## src/rtl/inst_fetch.sv

```systemverilog
// Instruction fetch stage: one outstanding imem read, a single-entry hold
// register toward the decoder, and redirect handling that discards stale data.
module inst_fetch #(
    parameter logic [31:0] RESET_PC = 32'h0000_0000
) (
    input  logic        clk,
    input  logic        rst,
    output logic        imem_req,
    output logic [31:0] imem_addr,
    input  logic        imem_gnt,
    input  logic        imem_rvalid,
    input  logic [31:0] imem_rdata,
    output logic        inst_valid,
    output logic [31:0] inst,
    output logic [31:0] inst_pc,
    input  logic        inst_ready,
    input  logic        redirect,
    input  logic [31:0] redirect_pc,
    output logic [31:0] fetch_count
);

    localparam int unsigned XLEN = 32;
    localparam logic [XLEN-1:0] NOP = 32'h0000_0013;

    typedef enum logic [1:0] {REQ, WAIT, HOLD, DROP} state_t;

    state_t          state;
    state_t          state_nxt;
    logic [XLEN-1:0] pc;
    logic            issue_c;

    // imem_req is low in the first REQ cycle after reset, so a gnt there is not a handshake
    assign issue_c   = imem_req && imem_gnt;
    assign imem_addr = pc;

    always_comb begin
        state_nxt = state;
        case (state)
            REQ:  if (issue_c) state_nxt = redirect ? DROP : WAIT;
            WAIT: begin
                if (imem_rvalid)   state_nxt = redirect ? REQ : HOLD;
                else if (redirect) state_nxt = DROP;
            end
            HOLD: if (redirect || inst_ready) state_nxt = REQ;
            DROP: if (imem_rvalid) state_nxt = REQ;
            default: state_nxt = REQ;
        endcase
    end

    always_ff @(posedge clk) begin
        if (rst) begin
            state       <= REQ;
            pc          <= RESET_PC;
            imem_req    <= 1'b0;
            inst_valid  <= 1'b0;
            inst        <= NOP;
            inst_pc     <= '0;
            fetch_count <= '0;
        end else begin
            state    <= state_nxt;
            imem_req <= (state_nxt == REQ);
            if (redirect) begin
                pc         <= {redirect_pc[XLEN-1:2], 2'b00};
                inst_valid <= 1'b0;
            end else begin
                if (state == WAIT && imem_rvalid) begin
                    inst       <= imem_rdata;
                    inst_pc    <= pc;
                    inst_valid <= 1'b1;
                    pc         <= pc + XLEN'(4);
                end
                if (state == HOLD && inst_ready) begin
                    inst_valid  <= 1'b0;
                    fetch_count <= fetch_count + XLEN'(1);
                end
            end
        end
    end

endmodule

```

## config.mk

```make
export PLATFORM = sky130hd
export DESIGN_NAME = inst_fetch
export DESIGN_NICKNAME = d
export VERILOG_FILES = /design/src/rtl/inst_fetch.sv
export SDC_FILE = /design/constraint.sdc
export NUM_CORES = 1
export LEC_CHECK = 0
export ABC_AREA = 1
export CAP_MARGIN = 5
export CORE_ASPECT_RATIO = 1.5
export CORE_MARGIN = 2
export CORE_UTILIZATION = 40
export DETAILED_ROUTE_END_ITERATION = 8
export PLACE_DENSITY = 0.71
export RECOVER_POWER = 25
export SYNTH_ARGS = -nofsm -noshare
export SYNTH_HDL_FRONTEND = slang
export SYNTH_SLANG_ARGS = --single-unit
```

## constraint.sdc

```tcl
create_clock -name clk -period 1.7 [get_ports clk]
set_input_delay 0.34 -clock clk [delete_from_list [all_inputs] [get_ports clk]]
set_output_delay 0.34 -clock clk [all_outputs]
set_load 0.02 [all_outputs]
```

After elaboration in Yosys (flattened, before gate mapping)

Cells that the tools add are included.

Bits of input ports: 70
Output and inout port bits: 130
Latch bits: 0
Memories kept: 0
Memory bits (writable): 0
Bits in read-only memories: 0
Logic and storage cells: 35
Register bits: 132

Shift-type cells: 0
Equal/unequal tests: 3
Div/mod/pow operators: 0
Multipliers: 0
Multiplexer cells: 10
Bitwise logic cells: 1
Reductions and logical operators: 11
$add $sub $neg: 2
Order comparisons: 0

Operators by type and width:

| operator                                                         | number |
|---|---|
| 32-bit two-way mux                                               | 2 |
| 32-bit by 1-bit adder with 32-bit output (second input constant) | 1 |
| 32-bit by 3-bit adder with 32-bit output (second input constant) | 1 |
| 2-bit two-way mux                                                | 7 |
| 2-bit one-hot mux with 4 select lines                            | 1 |
| 2-bit == test (second input constant)                            | 2 |
| 2-bit zero test                                                  | 2 |
| 2-bit AND reduction                                              | 2 |
| 1-bit logical AND                                                | 3 |
| 3-bit OR reduction                                               | 1 |
| 2-bit by 1-bit == test with 1-bit output (second input constant) | 1 |
| 2-bit nonzero test                                               | 1 |
| 2-bit OR reduction                                               | 1 |
| 1-bit logical OR                                                 | 1 |
| 1-bit inverter                                                   | 1 |

Logic depth before layout (Yosys ltp)

Depth in word-level cells: 4
Gate-level depth with buffers: 11
Depth with buffers taken out: 11

Least setup slack after synthesis

OpenSTA, ideal clock, no wires.

Kind: reg2reg
Start: register fetch_count[0]
End: register fetch_count[18]
Period minus slack after synthesis: 1,705 ps
Data required time: 1,572 ps
Library setup time: 128 ps
Buffers on the path: 1
Arrival time: 1,577 ps
Cell stages (with the launch flop): 10
Path slack: -5 ps
Cell sequence: dfxtp_1 ha_1 nand3_1 nor2_2 nand3_2 nor2_2 buf_4 nand4_1 nand2_1 nor2_1

Longest elaborated chain between the ends: 1

Ends and longest elaborated chain:

| element                                  | line | source |
|---|---|---|
| from (decl)                              | 19   | `output logic [31:0] fetch_count` |
| from (signal assigned)                   | 74   | `fetch_count <= fetch_count + XLEN'(1);` |
| 32-bit by 1-bit adder with 32-bit output | 74   |  |

Every way passes these cells.
A chain may end at the register's enable or synchronous reset.

Worst setup path in the final report

Start: register inst[31]
End: output inst[31]

RTL lines:

| element                | line | source |
|---|---|---|
| from (decl)            | 14   | `output logic [31:0] inst,` |
| from (signal assigned) | 67   | `inst <= imem_rdata;` |

No word-level cell between the ends.

==> results.sh <==
export IMPL_postSynthCellCount=970
export IMPL_syn_area_per_cell_um2=6.46
export IMPL_drt_iter0_markers=397
export IMPL_path_max_fanout=2
export IMPL_r2r_worst_path_cells=7
export IMPL_crit_chain="clkdlybuf4s50_1"
export IMPL_fill_cells=1515
export IMPL_post_layout_utilization_of_the_core=0.600
export IMPL_overflow=0
export IMPL_synthArstFlopShare=0
export IMPL_route_vias_total=7066
export IMPL_post_layout_nonfiller_instances=1431
export IMPL_grt_pass1_vias=6716
export IMPL_coreArea_um2=15500
export IMPL_fin_hold_ws_ns=0.459
export IMPL_place_port_buffers=193
export IMPL_finish_stage_setup_viols=0
export IMPL_grt_usage=0.243
export IMPL_final_cycle_utilization_of_the_critical_path=0.988
export IMPL_clk_latency_ns=0.42
export IMPL_post_synth_main_area_contributors="dfxtp_1, nand2_1, nor2_1"
export IMPL_crit_path_top_delay_cell="clkdlybuf4s50_1"
export IMPL_cts_tree="done"
export IMPL_crit_path_start_kind="flip-flop"
export IMPL_synth_edf_count=0
export IMPL_dpl_instance_area_um2=8890
export IMPL_worst_path_dominant_cell_family="buffers and inverters"
export IMPL_number_of_remaining_drc_errors=0
export IMPL_clk_pin_slew_worst_paths_ns=0.06
export IMPL_yosys_area_top_type_share=0.409
export IMPL_fmax_mhz=595
export IMPL_clock_skew_ns=0.0126
export IMPL_ys_dominant_reg_cell="dfxtp_1"
export IMPL_leakagePower_nw=4.20
export IMPL_die_height_um=157
export IMPL_area_sequential_um2=2570
export IMPL_synthDistinctLibCells=36
export IMPL_worst_hold_path_type="flip-flop to flip-flop"
export IMPL_detail_route_first_pass_iterations=5
export IMPL_syn_cell_area_um2=6270
export IMPL_cap_violations=0
export IMPL_post_drt_wl_per_cell_um=14.3
export IMPL_nNetsFinal=1287
export IMPL_most_frequent_cells_in_the_layout="nand2_1, nor2_1, dfxtp_1"
export IMPL_synth_sequential_area_ratio=0.409
export IMPL_cp_arrival_ns=1.34
export IMPL_worstHoldPathCells=2
export IMPL_ios=200
export IMPL_reg2reg_setup_slack_ns=0.10
export IMPL_antenna_found_initial=0
export IMPL_crit_type="flip-flop to primary output"
export IMPL_initial_core_utilization=0.405
export IMPL_grt_pass1_wl_um=32500
export IMPL_grt_max_degree=47
export IMPL_multi_input_comb_area_um2=3230
export IMPL_cts_sinks=128
export IMPL_detail_route_antenna_nets=0
export IMPL_critical_path_reg2reg_startpoint="imem_addr[6]$_SDFFE_PP0P_"
export IMPL_layout_cell_area_non_filler_um2=9290
export IMPL_final_max_slew_viol_count=0
export IMPL_floorplan_rows=56
export IMPL_number_of_buffers_and_inverters_on_the_critical_path=1
export IMPL_rsz_0062_raised_after_global_routing="true"
export IMPL_cts_setup_buffers=0
export IMPL_number_of_warning_messages_in_the_yosys_log=0
export IMPL_layout_drive_gt1_share=0.112
export IMPL_timing_rr_end="imem_addr[14]$_SDFFE_PP0P_"
export IMPL_clock_root_buffer="clkbuf_16"
export IMPL_critical_path_max_stage_delay_ns=0.61
export IMPL_holdCritStartpoint="inst_pc[6]$_SDFFE_PP0P_"
export IMPL_max_rail_drop_vdd_uv=504
export IMPL_pwr_density_cell_nw_per_um2=869
export IMPL_post_drt_via_cell_ratio=4.94
export IMPL_dieWidth_um=106
export IMPL_status="finished clean"
export IMPL_routabilityCongestion=0.917
export IMPL_dieArea_um2=16700
export IMPL_worstHoldEndpoint="inst_pc[6]$_SDFFE_PP0P_"
export IMPL_finalPower_mw=8.07
export IMPL_yosys_area_top_type="dfxtp_1"
export IMPL_setup_worst_path_end_class="primary output"
export IMPL_post_dp_hpwl_um=15000
export IMPL_final_common_cell="nand2_1"
export IMPL_ys_ff_latch=128
export IMPL_hold_violations=0
export IMPL_place_inst=1399
export IMPL_post_synthesis_to_final_layout_area_growth_pct=48.2
export IMPL_number_of_buffers_on_the_longest_clock_path=2
export IMPL_final_min_clock_period_ns=1.68
export IMPL_wl_um=20500
export IMPL_diodes=0
export IMPL_numCtsBuffers=17
export IMPL_h_tree_depth=4
export IMPL_worst_ep_required_time_ns=1.36
==> cell usage after synthesis (2+ instances only) <==
library cell / n
a211oi_1: 3
a21boi_1: 3
a21oi_1: 48
a31oi_1: 4
and3_1: 3
buf_1: 2
buf_2: 10
buf_4: 7
buf_6: 2
clkbuf_1: 20
dfxtp_1: 128
ha_1: 2
inv_1: 82
inv_2: 3
nand2_1: 252
nand3_1: 57
nand3_2: 2
nand3b_1: 8
nand4_1: 12
nor2_1: 206
nor2_2: 11
nor2_4: 2
nor3_1: 14
o211ai_1: 2
o21ai_0: 71
o21bai_1: 2
xnor2_1: 2
xor2_1: 4
==> state kept, by name (all words and copies together), names as in the netlist <==
register,flops
inst_pc,30
inst,32
imem_req,1
imem_addr,30
fetch_count,32
inst_valid,1
state,2
==> logic make-up after synthesis <==
group | Yosys count | synth area share
AO/OA/AOI/OAI | 135 | 0.114
XOR/XNOR | 6 | 0.00838
adder cells (fa/ha/maj) | 2 | 0.00399
buffers and inverters | 127 | 0.0850
flip-flops | 128 | 0.409
other | 1 | 0.000598
AND/OR/NAND/NOR | 571 | 0.380
==> per-stage QoR <==
step	setup WS, ns	TNS [ns]
floorplan	0.0280	0
global placement	-0.195	-13.95
detailed placement	-0.219	-16.42
CTS	0.00119	0
global route	-0.0294	-0.299
finish	0.0198	0
==> worst max path at each step <==
stage	start	end	cells after the start
after floorplan	fetch_count[1]$_SDFFE_PP0P_	fetch_count[18]$_SDFFE_PP0P_	9
after global placement	inst_ready	fetch_count[16]$_SDFFE_PP0P_	9
after detailed placement	redirect	inst_pc[22]$_SDFFE_PP0P_	7
after CTS	inst_pc[17]$_SDFFE_PP0P_	inst_pc[17]	1
after global routing	redirect	imem_addr[28]$_SDFFE_PP0P_	8
final	inst[31]$_SDFFE_PP0P_	inst[31]	1
==> area by class of cell <==
| class | count | share of cell area |
|---|---|---|
| well taps | 203 | 0.0273 |
| multi-input cells | 718 | 0.348 |
| clock inverters | 12 | 0.0222 |
| clock buffers | 20 | 0.0492 |
| repair buffers | 264 | 0.242 |
| inverters | 86 | 0.0350 |
| flip-flops and latches | 128 | 0.276 |
==> per-layer routing <==
layer | up-vias | share of wire | track usage
li1 | 3575 | - | -
met1 | 3218 | 0.39 | 0.267
met2 | 219 | 0.52 | 0.447
met3 | 54 | 0.042 | 0.0344
met4 | 0 | 0.044 | 0.130
met5 | - | 0 | 0
==> what timing repair did <==
| action | CTS | global route |
|---|---|---|
| hold buffers | 0 | 0 |
| endpoints found under the hold margin | 0 | 0 |
| endpoints found under the setup margin | 94 | 59 |
| resized for setup | 94 | 46 |
| pin swaps | 0 | 2 |
==> where the power goes <==
part / switching (mW) / leakage [nW] / internal [mW] / total [mW]
clock network: 1.43 / 0.309 / 2.69 / 4.12
registers: 0.0791 / 1.04 / 3.09 / 3.17
logic: 0.427 / 2.85 / 0.364 / 0.791
total: 1.93 / 4.20 / 6.14 / 8.07
Power figures use the tool's default switching activity.
